**src/rtl/cmd_frame_pkg.sv**
```systemverilog
// ============================================================================
// Package   : cmd_frame_pkg
// Purpose   : Shared opcodes, request encoding, FSM states and frame-length
//             helper for the command-frame master.
// Revision  : 1.0 - initial release
// ============================================================================
`default_nettype none

package cmd_frame_pkg;

  // Frame opcodes, one per request type
  localparam logic [7:0] c_OPC_WR      = 8'hAA;
  localparam logic [7:0] c_OPC_RD      = 8'hBB;
  localparam logic [7:0] c_OPC_ALU_OP  = 8'hCC;
  localparam logic [7:0] c_OPC_ALU_NOP = 8'hDD;

  // Longest frame (ALU with operands) in bytes
  localparam int c_MAX_FRAME_LEN = 4;

  // Request type as presented on req_cmd
  typedef enum logic [1:0] {
    CMD_WR      = 2'd0,
    CMD_RD      = 2'd1,
    CMD_ALU_OP  = 2'd2,
    CMD_ALU_NOP = 2'd3
  } cmd_e;

  // Master sequencing states
  typedef enum logic [1:0] {
    ST_IDLE     = 2'd0,
    ST_SEND     = 2'd1,
    ST_GAP      = 2'd2,
    ST_WAIT_RSP = 2'd3
  } state_e;

  // Number of bytes in the frame for a given request type
  function automatic logic [2:0] frame_len(input logic [1:0] cmd);
    logic [2:0] len;
    case (cmd_e'(cmd))
      CMD_WR:      len = 3'd3;
      CMD_RD:      len = 3'd2;
      CMD_ALU_OP:  len = 3'd4;
      CMD_ALU_NOP: len = 3'd2;
      default:     len = 3'd2;
    endcase
    return len;
  endfunction

endpackage

`default_nettype wire

```
**src/rtl/rsp_timer.sv**
```systemverilog
// ============================================================================
// Module    : rsp_timer
// Purpose   : 16-bit clear/enable counter that flags the last cycle of the
//             response window (count == TIMEOUT_CYCLES-1).
// Revision  : 1.0 - initial release
// ============================================================================
`default_nettype none

module rsp_timer #(
  parameter int TIMEOUT_CYCLES = 65535
) (
  input  logic CLK,
  input  logic RST,
  input  logic i_clr,
  input  logic i_en,
  output logic o_term
);

  localparam logic [15:0] c_TERM = 16'(TIMEOUT_CYCLES - 1);

  logic [15:0] r_count;

  // Count while enabled; clear has priority so every wait starts from zero
  always_ff @(posedge CLK or negedge RST) begin
    if (!RST) begin
      r_count <= 16'd0;
    end else if (i_clr) begin
      r_count <= 16'd0;
    end else if (i_en) begin
      r_count <= r_count + 16'd1;
    end
  end

  assign o_term = (r_count == c_TERM);

endmodule

`default_nettype wire

```
**src/rtl/cmd_frame_master.sv**
```systemverilog
// ============================================================================
// Module    : cmd_frame_master
// Purpose   : Serialises one local request into a command frame on a UART-TX
//             byte interface and returns the single response byte (or a
//             timeout indication) from the UART-RX byte interface.
// Revision  : 1.0 - initial release
// ============================================================================
`default_nettype none

module cmd_frame_master
  import cmd_frame_pkg::*;
#(
  parameter int DATA_WIDTH     = 8,
  parameter int ADDR_WIDTH     = 4,
  parameter int TIMEOUT_CYCLES = 65535
) (
  input  logic                  CLK,
  input  logic                  RST,
  input  logic                  req_valid,
  output logic                  req_ready,
  input  logic [1:0]            req_cmd,
  input  logic [ADDR_WIDTH-1:0] req_addr,
  input  logic [DATA_WIDTH-1:0] req_wdata,
  input  logic [DATA_WIDTH-1:0] req_opa,
  input  logic [DATA_WIDTH-1:0] req_opb,
  input  logic [3:0]            req_fun,
  output logic [DATA_WIDTH-1:0] tx_p_data,
  output logic                  tx_d_valid,
  input  logic                  tx_busy,
  input  logic [DATA_WIDTH-1:0] rx_p_data,
  input  logic                  rx_d_valid,
  output logic                  rsp_valid,
  output logic [DATA_WIDTH-1:0] rsp_data,
  output logic                  rsp_timeout
);

  state_e                r_state;
  logic [2:0]            r_idx;
  logic [2:0]            r_len;
  logic [DATA_WIDTH-1:0] r_frame [0:c_MAX_FRAME_LEN-1];
  logic [DATA_WIDTH-1:0] r_tx_data;
  logic                  r_req_ready;
  logic                  r_rsp_valid;
  logic [DATA_WIDTH-1:0] r_rsp_data;
  logic                  r_rsp_timeout;

  logic [DATA_WIDTH-1:0] w_frame [0:c_MAX_FRAME_LEN-1];
  logic [DATA_WIDTH-1:0] w_addr_ext;
  logic [DATA_WIDTH-1:0] w_fun_ext;
  logic                  w_tmr_clr;
  logic                  w_tmr_en;
  logic                  w_tmr_term;

  assign w_addr_ext = DATA_WIDTH'(req_addr);
  assign w_fun_ext  = DATA_WIDTH'(req_fun);

  // Assemble the frame image for the request currently on the req_* inputs
  always_comb begin
    w_frame[0] = DATA_WIDTH'(c_OPC_WR);
    w_frame[1] = w_addr_ext;
    w_frame[2] = req_wdata;
    w_frame[3] = '0;
    case (cmd_e'(req_cmd))
      CMD_WR: begin
        w_frame[0] = DATA_WIDTH'(c_OPC_WR);
      end
      CMD_RD: begin
        w_frame[0] = DATA_WIDTH'(c_OPC_RD);
        w_frame[2] = '0;
      end
      CMD_ALU_OP: begin
        w_frame[0] = DATA_WIDTH'(c_OPC_ALU_OP);
        w_frame[1] = req_opa;
        w_frame[2] = req_opb;
        w_frame[3] = w_fun_ext;
      end
      CMD_ALU_NOP: begin
        w_frame[0] = DATA_WIDTH'(c_OPC_ALU_NOP);
        w_frame[1] = w_fun_ext;
        w_frame[2] = '0;
      end
      default: begin
        w_frame[0] = DATA_WIDTH'(c_OPC_WR);
      end
    endcase
  end

  // Timer runs only while waiting; any other state holds it at zero
  assign w_tmr_clr = (r_state != ST_WAIT_RSP);
  assign w_tmr_en  = (r_state == ST_WAIT_RSP);

  rsp_timer #(
    .TIMEOUT_CYCLES (TIMEOUT_CYCLES)
  ) u_rsp_timer (
    .CLK    (CLK),
    .RST    (RST),
    .i_clr  (w_tmr_clr),
    .i_en   (w_tmr_en),
    .o_term (w_tmr_term)
  );

  // Request / frame / response sequencer with registered handshake outputs
  always_ff @(posedge CLK or negedge RST) begin
    if (!RST) begin
      r_state       <= ST_IDLE;
      r_idx         <= 3'd0;
      r_len         <= 3'd0;
      r_tx_data     <= '0;
      r_req_ready   <= 1'b1;
      r_rsp_valid   <= 1'b0;
      r_rsp_data    <= '0;
      r_rsp_timeout <= 1'b0;
      for (int i = 0; i < c_MAX_FRAME_LEN; i++) begin
        r_frame[i] <= '0;
      end
    end else begin
      r_rsp_valid <= 1'b0;
      case (r_state)
        ST_IDLE: begin
          if (req_valid) begin
            for (int i = 0; i < c_MAX_FRAME_LEN; i++) begin
              r_frame[i] <= w_frame[i];
            end
            r_len       <= frame_len(req_cmd);
            r_idx       <= 3'd0;
            r_tx_data   <= w_frame[0];
            r_req_ready <= 1'b0;
            r_state     <= ST_SEND;
          end
        end
        ST_SEND: begin
          if (!tx_busy) begin
            r_idx   <= r_idx + 3'd1;
            r_state <= ST_GAP;
          end
        end
        ST_GAP: begin
          if (r_idx < r_len) begin
            r_tx_data <= r_frame[r_idx[1:0]];
            r_state   <= ST_SEND;
          end else begin
            r_state <= ST_WAIT_RSP;
          end
        end
        ST_WAIT_RSP: begin
          // Received data takes priority over a coincident timer expiry
          if (rx_d_valid) begin
            r_rsp_data    <= rx_p_data;
            r_rsp_timeout <= 1'b0;
            r_rsp_valid   <= 1'b1;
            r_req_ready   <= 1'b1;
            r_state       <= ST_IDLE;
          end else if (w_tmr_term) begin
            r_rsp_data    <= '0;
            r_rsp_timeout <= 1'b1;
            r_rsp_valid   <= 1'b1;
            r_req_ready   <= 1'b1;
            r_state       <= ST_IDLE;
          end
        end
        default: begin
          r_state <= ST_IDLE;
        end
      endcase
    end
  end

  assign req_ready   = r_req_ready;
  assign tx_p_data   = r_tx_data;
  assign tx_d_valid  = (r_state == ST_SEND) && !tx_busy;
  assign rsp_valid   = r_rsp_valid;
  assign rsp_data    = r_rsp_data;
  assign rsp_timeout = r_rsp_timeout;

endmodule

`default_nettype wire

```
**config.mk**
```make
export PLATFORM = sky130hd
export DESIGN_NAME = cmd_frame_master
export DESIGN_NICKNAME = d
export VERILOG_FILES = /design/src/rtl/cmd_frame_pkg.sv /design/src/rtl/rsp_timer.sv /design/src/rtl/cmd_frame_master.sv
export SDC_FILE = /design/constraint.sdc
export NUM_CORES = 1
export LEC_CHECK = 0
export ABC_AREA = 1
export BUFFER_PORTS_ARGS = -buffer_cell sky130_fd_sc_hd__buf_4
export CAP_MARGIN = 20
export CORE_UTILIZATION = 30
export CTS_BUF_LIST = sky130_fd_sc_hd__clkbuf_16
export CTS_CLUSTER_SIZE = 30
export DETAILED_ROUTE_END_ITERATION = 8
export SKIP_CTS_REPAIR_TIMING = 1
export SYNTH_ARGS = -nofsm -noshare
export SYNTH_HDL_FRONTEND = slang
export SYNTH_SLANG_ARGS = --single-unit
```
**constraint.sdc**
```tcl
create_clock -name CLK -period 1.6 [get_ports CLK]
set_input_delay 0.48 -clock CLK [delete_from_list [all_inputs] [get_ports CLK]]
set_output_delay 0.48 -clock CLK [all_outputs]
set_load 0.1 [all_outputs]
```
==> results.ini <==
[clocking]
cts_tree=done
root_buffer=clkbuf_16
h-tree-depth=3
numCtsBuffers=9
clk_path_buf_depth=2
cts_num_sinks=67
path_clk_slew_ns=0.06
insertion_delay_ns=0.33

[global_route]
grt_remaining_overflow=0
grt_pass1_wl_um=13800
grt_use_total=0.154
first_global_vias=2905
grt_max_degree=68
antenna_found_initial=0

[route]
vias=2971
dr.first_iter.drc_count=118
wire_per_inst_um=12.8
routed_via_density=4.65
drc=0
routed_wl_um=8200
final_antenna_net_count=0
dr.pass1.iters=4

[timing]
finalCriticalPeriod_ns=1.70
final_hold_viol_count=0
rsz0062_at_grt=yes
setup_viol=1
finalCritPeriodShare=1.07
drv_slew=0
tightest_slew_ns=0.402
maxSlewHeadroom=0.730
clock.fmax_mhz=587
whs_ns=0.133
fin_setup_tns_ns=-0.104
skew_ns=0.00492
setup_ws_ns=-0.104

[placement]
io_buffer_count=66
gp_congestion=0.844
pre_cts_ws_ns=0.0194
hpwl_um=5910

[synthesis]
yosysMostFrequentCell=nand2_1
synth_top_area_frac=0.500
netlist_top_cells_area=dfrtp_1 50%, nand2_1 17%, nand3_1 6.1%
synth_nets=470
synth_cell_types=35
netlist_area_mm2=0.00330
async_flop_share=1.00
synthFlopType=dfrtp_1
synth-edff-count=0
synth_warnings=0
yosys.area.top_type=dfrtp_1
ys_top_cells_by_count=152 x nand2_1, 66 x dfrtp_1, 40 x nand3_1
ys_ff_latch=67
synth.yosys.seq_area_share=0.508
syn-instance-count=418
avgSynthCellArea_um2=7.90

[floorplanning]
die_w_um=107
dieArea_mm2=0.0114
initial_core_util=0.314
die_h_um=107
rows=37
io_pins=67
core_region_area_mm2=0.0105

[pwr]
p_per_area_mw_per_mm2=1960
intPower_w=0.00453
ir_drop_uv=1470
swShare=0.468
p_sw_w=0.00398
p_comb_frac=0.465
p_leak_nw=2.14
pwr-share-seq=0.311
clkPwrFrac=0.224

[finish]
area_delta_synth_final_pct=31.6
drive_above_1_share=0.233
final_core_util=0.414
layout.nets=550
diodes=0

[critical_path]
crit_required_ns=1.12
endpoint_kind=output port
arrival_ns=1.22
start_kind=register
crit_type=register to output port
crit_path_max_fanout=5

[run]
cap_viol_max_count=0

[hold_path]
hold_path.class=primary input to asynchronous set/reset pin

[outcome]
status=finished with violations
violations=negative setup slack

-- worst max-delay path, stage by stage, from the launching register on --
cell and delay, ns:
dfrtp_2 0.45, nor3_4 0.25, buf_12 0.20
-- cell type report --
type	count	area, µm²
fillers	1068	6160
flip-flops and latches	67	1680
multi-input cells	306	1440
repair buffers	80	642
clock buffers	9	225
well taps	136	170
inverters	34	128
clock inverters	7	61.3
-- layer usage --
metal	wire (µm)	vias up	global-route usage
li1	-	1499	-
met5	0	-	0
met1	3730	1390	0.194
met4	82	0	0.0411
met2	4000	72	0.265
met3	389	10	0.0334
-- power by group through the flow --
stage	Clock, W	Combinational, W	Sequential, W
floorplan	0	0.00147	0.00404
global placement	0	0.00385	0.00265
detailed placement	0	0.00389	0.00267
CTS	0.00195	0.00391	0.00265
global route	0.00203	0.00429	0.00271
finish	0.00191	0.00395	0.00264
-- state kept, by name, indices dropped and copies added, names as in the netlist --
signal / flops
r_frame: 24
r_idx: 3
r_len: 3
r_state: 2
req_ready: 1
rsp_data: 8
rsp_timeout: 1
rsp_valid: 1
tx_p_data: 8
u_rsp_timer.r_count: 16
-- worst paths after layout --
check	endpoint	startpoint	cells after the start	slack, ns
setup / recovery	tx_d_valid	r_state[1]$_DFFE_PN0P_	2	-0.10
hold / removal	r_frame[16]$_DFFE_PN0P_	RST	2	0.13
setup reg to reg	r_frame[17]$_DFFE_PN0P_	r_state[1]$_DFFE_PN0P_	7	0.12
hold reg to reg	r_frame[27]$_DFFE_PN0P_	r_frame[27]$_DFFE_PN0P_	1	0.47
max in group asynchronous	req_ready$_DFFE_PN1P_	RST	2	1.11
min in group CLK	rsp_data[2]$_DFFE_PN0P_	rx_p_data[2]	3	0.35
-- stage by stage --
step / std cells / power (W) / area, µm²
after CTS: 637 / 0.00851 / 4310
after global placement: 621 / 0.00650 / 4020
after floorplan: 418 / 0.00551 / 3310
after detailed placement: 621 / 0.00656 / 4020
after global routing: 639 / 0.00902 / 4350
final: 639 / 0.00851 / 4350
-- layout by cell type, fill, tap and decap left out, types with 2 or more instances in the layout --
cell type and count:
a21oi_1 17, a22o_1 2, a31oi_1 5, and2_1 2, buf_12 3, buf_4 76
clkbuf_16 9, clkinv_1 3, clkinvlp_4 2, dfrtp_1 64, dfrtp_2 2, ha_1 5
inv_1 29, inv_2 5, nand2_1 151, nand2_2 3, nand3_1 40, nor2_1 30
nor2_2 3, nor2_4 4, nor3_1 6, o21ai_0 21, o21ai_1 3, or2_2 2
-- logic make-up after synthesis --
logic type	Yosys count	share of synthesized area
XOR/XNOR	2	0.00531
AO/OA/AOI/OAI	52	0.0856
flip-flops	67	0.508
buffers and inverters	45	0.0595
adder cells (fa/ha/maj)	5	0.0189
AND/OR/NAND/NOR	247	0.322
(Power assumes the default switching activity.)
